### config.mk
export PLATFORM = sky130hd
export DESIGN_NAME = rgb_to_yuv_pipe
export DESIGN_NICKNAME = d
export VERILOG_FILES = /design/src/rtl/rgb_to_yuv_pipe.sv
export SDC_FILE = /design/constraint.sdc
export NUM_CORES = 2
export LEC_CHECK = 0
export CAP_MARGIN = 20
export CORE_ASPECT_RATIO = 0.6
export CORE_MARGIN = 2
export CORE_UTILIZATION = 45
export CTS_CLUSTER_SIZE = 16
export DETAILED_ROUTE_END_ITERATION = 10
export GPL_TIMING_DRIVEN = 0
export PLACE_DENSITY = 0.69
export SLEW_MARGIN = 40
export SYNTH_ARGS = -nofsm -noshare
export SYNTH_HDL_FRONTEND = slang
export SYNTH_SLANG_ARGS = --single-unit
### constraint.sdc
create_clock -name clk -period 16.9 [get_ports clk]
set_clock_uncertainty 0.15 [all_clocks]
set_input_delay 3.38 -clock clk [delete_from_list [all_inputs] [get_ports clk]]
set_output_delay 3.38 -clock clk [all_outputs]
set_load 0.02 [all_outputs]
### src/rtl/rgb_to_yuv_pipe.sv
// rgb_to_yuv_pipe
// Three-stage pipelined RGB -> YUV converter, PIXELS lanes per beat,
// BT.601 / BT.709 coefficients chosen per beat, valid/ready on both sides.
//
// Ports
//   clk        rising-edge clock
//   rst        synchronous active-high reset
//   in_valid   input beat valid
//   in_ready   input beat accepted this cycle (adv && !rst)
//   in_data    per lane {B, G, R}, DATA_WIDTH each, unsigned
//   in_mode    0 = BT.601, 1 = BT.709 for this beat
//   in_user    sideband carried with the beat
//   out_valid  output beat valid
//   out_ready  downstream accepts
//   out_data   per lane {V, U, Y}, DATA_WIDTH each, unsigned
//   out_user   sideband aligned with out_data
//   out_sat    per lane: at least one component was clamped
module rgb_to_yuv_pipe #(
  parameter int DATA_WIDTH = 8,
  parameter int PIXELS     = 1,
  parameter int USER_WIDTH = 2
) (
  input  logic                           clk,
  input  logic                           rst,
  input  logic                           in_valid,
  output logic                           in_ready,
  input  logic [PIXELS*3*DATA_WIDTH-1:0] in_data,
  input  logic                           in_mode,
  input  logic [USER_WIDTH-1:0]          in_user,
  output logic                           out_valid,
  input  logic                           out_ready,
  output logic [PIXELS*3*DATA_WIDTH-1:0] out_data,
  output logic [USER_WIDTH-1:0]          out_user,
  output logic [PIXELS-1:0]              out_sat
);

  localparam int DW = DATA_WIDTH;
  localparam int LW = 3 * DW;     // bits per lane
  localparam int PW = DW + 18;    // product / sum width
  localparam int SW = DW + 2;     // rounded component width

  typedef logic signed [16:0] coef_t;

  // Row-major: Y row, U row, V row; columns R, G, B.
  localparam coef_t COEF [2][9] = '{
    '{17'sd19595,  17'sd38470,  17'sd7471,
      -17'sd11056, -17'sd21712, 17'sd32768,
      17'sd32768,  -17'sd27440, -17'sd5328},
    '{17'sd13933,  17'sd46871,  17'sd4732,
      -17'sd7509,  -17'sd25259, 17'sd32768,
      17'sd32768,  -17'sd29763, -17'sd3005}
  };

  localparam logic signed [SW:0] OFFS = (SW+1)'(2 ** (DW - 1));
  localparam logic signed [SW:0] MAXV = (SW+1)'(2 ** DW - 1);

  logic v1_q, v2_q, v3_q;
  logic adv;

  logic signed [PW-1:0] p1_d [PIXELS][9];
  logic signed [PW-1:0] p1_q [PIXELS][9];
  logic signed [SW-1:0] s2_d [PIXELS][3];
  logic signed [SW-1:0] s2_q [PIXELS][3];
  logic [PIXELS*LW-1:0] d3_d, d3_q;
  logic [PIXELS-1:0]    sat3_d, sat3_q;
  logic [USER_WIDTH-1:0] u1_q, u2_q, u3_q;

  // The whole pipe moves together; a stalled output freezes every stage,
  // bubbles included.
  assign adv      = !v3_q || out_ready;
  assign in_ready = adv && !rst;

  // S1: nine products per lane. Mode is consumed here, so it need not be
  // stored further down the pipe.
  always_comb begin
    for (int p = 0; p < PIXELS; p++) begin
      for (int row = 0; row < 3; row++) begin
        for (int col = 0; col < 3; col++) begin
          p1_d[p][row*3+col] =
            PW'(signed'({1'b0, in_data[p*LW + col*DW +: DW]})) *
            PW'(COEF[in_mode][row*3+col]);
        end
      end
    end
  end

  // S2: sum, round with +0.5, floor shift by 16. The sum always fits in
  // PW bits, so the top PW-16 bits are the shifted result.
  always_comb begin
    logic signed [PW-1:0] acc;
    acc = '0;
    for (int p = 0; p < PIXELS; p++) begin
      for (int row = 0; row < 3; row++) begin
        acc = p1_q[p][row*3] + p1_q[p][row*3+1] + p1_q[p][row*3+2] +
              PW'(32768);
        s2_d[p][row] = acc[PW-1:16];
      end
    end
  end

  // S3: chroma offset and clamp to the unsigned output range.
  always_comb begin
    logic signed [SW:0] val;
    val    = '0;
    d3_d   = '0;
    sat3_d = '0;
    for (int p = 0; p < PIXELS; p++) begin
      for (int c = 0; c < 3; c++) begin
        val = (SW+1)'(s2_q[p][c]);
        if (c != 0) begin
          val = val + OFFS;
        end
        if (val < 0) begin
          d3_d[p*LW + c*DW +: DW] = '0;
          sat3_d[p] = 1'b1;
        end else if (val > MAXV) begin
          d3_d[p*LW + c*DW +: DW] = {DW{1'b1}};
          sat3_d[p] = 1'b1;
        end else begin
          d3_d[p*LW + c*DW +: DW] = val[DW-1:0];
        end
      end
    end
  end

  always_ff @(posedge clk) begin
    if (rst) begin
      v1_q   <= 1'b0;
      v2_q   <= 1'b0;
      v3_q   <= 1'b0;
      p1_q   <= '{default: '0};
      s2_q   <= '{default: '0};
      d3_q   <= '0;
      sat3_q <= '0;
      u1_q   <= '0;
      u2_q   <= '0;
      u3_q   <= '0;
    end else if (adv) begin
      v1_q   <= in_valid;
      v2_q   <= v1_q;
      v3_q   <= v2_q;
      p1_q   <= p1_d;
      s2_q   <= s2_d;
      d3_q   <= d3_d;
      sat3_q <= sat3_d;
      u1_q   <= in_user;
      u2_q   <= u1_q;
      u3_q   <= u2_q;
    end
  end

  assign out_valid = v3_q;
  assign out_data  = d3_q;
  assign out_user  = u3_q;
  assign out_sat   = sat3_q;

endmodule
==> out/qor.txt <==
Antenna viol nets, final: 0
Worst Max-Slew Pin Slew: 0.9294 ns
Worst-path cell chain: clkdlybuf4s50_1 > nand2b_1 > clkbuf_1 > nand2b_1 > clkbuf_1 > inv_1 > clkbuf_1 > clkbuf_2 > clkdlybuf4s50_1
CP Data Required Time: 13.37 ns
# IOs: 60
Vias per Instance: 5.447
Synth Cell Area: 33300 sq um
Avg WL per Cell: 21.41 um
Pin count of the biggest net entering global routing: 16
Initial Util: 0.4536
Core Box Area: 73410 sq um
Async SR Flop Fraction: 0
GR Util All Layers: 0.2806
Reg2reg path depth: 10
DRT Pass-1 Iters: 6
Clk slew on worst S/H paths: 0.06 ns
Pwr Total: 0.006984 W
Die height: 214.7 um
Vias in the first global route: 26240
Area leader, netlist: fa_1
F_max: 0.09160 GHz
Crit path max fanout: 10
YS warnings: 0
Routed vias: 26990
Cts repair resizes: 0
Leak Pwr: 19.05 nW
CP Capture Type: output pin
Clock tree buffer depth: 3
Hold WC Path Type: flop to flop
Pwr Density: 192.2 nW/um^2
First-pass GRT wire length: 161400 um
Number of synthesized flops with an enable pin: 0
Post-synthesis register bit count: 252
CP max stage cell: clkdlybuf4s50_1
Hold Crit Depth: 2
H-tree depth: 1
Period Utilization, post-route: 0.6460
Max Slew Vio Count: 0
MaxCap Viol Count: 0
TritonCTS clock tree: yes
CTS Buf Count: 27
Tmin final: 10.92 ns
Crit path top cell by count: clkbuf_1
Synth Flop Type: dfxtp_1
DIE WIDTH: 355.2 um
Cells after Synth: 3814
Critical path class: input port to output pin
Layout cell share with drive strength beyond 1: 0.03381
Syn Area/Cell: 8.731 sq um
Crit path DAT: 7.39 ns
Setup Viol. Count Final: 0
Die ar.: 76260 sq um
Most frequent cells after synthesis: inv_1, ha_1, fa_1
Top post-synthesis cells by area: fa_1, ha_1, dfxtp_1
Seq/Total Area, Yosys: 0.1515
Setup crit start kind: input port
Critical Path Max Stage Delay: 0.70 ns
Syn-to-layout area delta: 9.112%
GPL Wtd Cong: 1.015
Leading cell type by number of instances after synthesis: inv_1
Post-CTS Setup Inserts: 0
Initial antenna violation count: 6
RSZ-0062 raised after global routing: false
Clock tree root driver cell: clkbuf_16
Rows: 77
Peak VDD IR: 0.0001668 V
Remaining DRCs: 0
Final WL: 106100 um
Setup TNS: 0 ns
Status: complete, no violations
Post-DP HPWL: 89200 um
Yosys top cell area share: 0.2549
Cell variety after synth: 85
Final nets: 4952
Fin. Hold Viols: 0
Clock Sinks: 252
IO buf count: 58
Remaining global-route overflow: 0
Rel. slew slack: 0.3804
Latest clock arrival within the worst-skew pair: 0.59 ns
DRT iter0 DRCs: 2818
Hold-fix buffers, CTS: 0
-- worst paths after layout --
path	end	from	slack, ns
max	in_ready	out_ready	5.98
min	out_data[10]	out_data[10]	0.30
max reg2reg	s2_q[8]	p1_q[35]	13.07
min reg2reg	out_data[10]	out_data[10]	0.30
-- report_power, final --
group          total (W)  internal, W  leakage (nW)  switching (W)
clock           0.000647     0.000365         0.460       0.000282
sequential       0.00100     0.000814          2.09       0.000189
combinational    0.00533      0.00215          16.5        0.00319
total            0.00698      0.00332          19.0        0.00366
-- logic make-up (layout without fill, tap and decap cells) --
kind of cell | count (synthesis) | in the layout | share of synthesized area
compound gates | 698 | 698 | 0.1340
xor+xnor | 138 | 138 | 0.03630
fa+ha+maj | 979 | 979 | 0.4634
buf+inv | 926 | 1034 | 0.1044
flops | 252 | 252 | 0.1515
mux | 2 | 2 | 0.0006012
other cells | 2 | 47 | 0.0002255
simple gates | 817 | 817 | 0.1096
-- placed cells by master (no fill, tap or decap), drive strengths merged, types with 29 or more instances in the layout --
cell	synthesis	layout
dfxtp	252	252
ha	555	555
xor2	47	47
xnor2	91	91
nor2	177	177
clkbuf	113	148
a21o	81	81
nand2	387	387
nand3	41	41
o21ai	152	152
fa	424	424
conb	2	43
clkdlybuf4s50	0	54
a211oi	39	39
inv	804	808
a21oi	249	249
nor2b	29	29
nor3	36	36
-- per-layer routing --
layer	vias to the layer above	wire, um	global-route usage
li1	12520	-	-
met2	1238	38280	0.3575
met5	-	23	0
met3	113	15250	0.1113
met4	4	1761	0.04322
met1	13110	50760	0.4398
-- area by class of cell --
cell class                      count  area [sq um]
Inverter                          805          3022
Antenna cell                        4         10.01
Clock buffer                       35         755.7
Multi-Input combinational cell   2677         25030
Timing Repair Buffer               58         560.5
Sequential cell                   252          5045
Fill cell                        7070         37080
Clock inverter                     15         182.7
Tap cell                          987          1235
Buffer                            121         491.7
-- sequential cells by signal, summed over array words and instances, names as in the netlist --
name	flops
u2_q	2
v1_q	1
out_sat	1
s2_q	30
out_valid	1
out_user	2
u1_q	2
v2_q	1
p1_q	188
out_data	24
-- worst max-delay path, delay by kind of cell --
family,cells,cell delay [ns]
buffers and inverters,7,3.63
AND/OR/NAND/NOR,2,0.33
-- stage by stage --
step / setup slack, ns / utilization / cells / cell area, sq um / hold WS (ns)
floorplan: 8.500 / - / 3855 / 33450 / 0.2739
global placement: 5.004 / 0.4804 / 4900 / 35270 / 0.2866
detailed placement: 5.861 / 0.4812 / 4900 / 35320 / 0.2930
CTS: 6.107 / 0.4940 / 4950 / 36260 / 0.3063
global route: 5.906 / 0.4948 / 4950 / 36320 / 0.3163
finish: 5.982 / 0.4949 / 4954 / 36330 / 0.3029
Note: power is estimated with default switching activity, not from simulation.
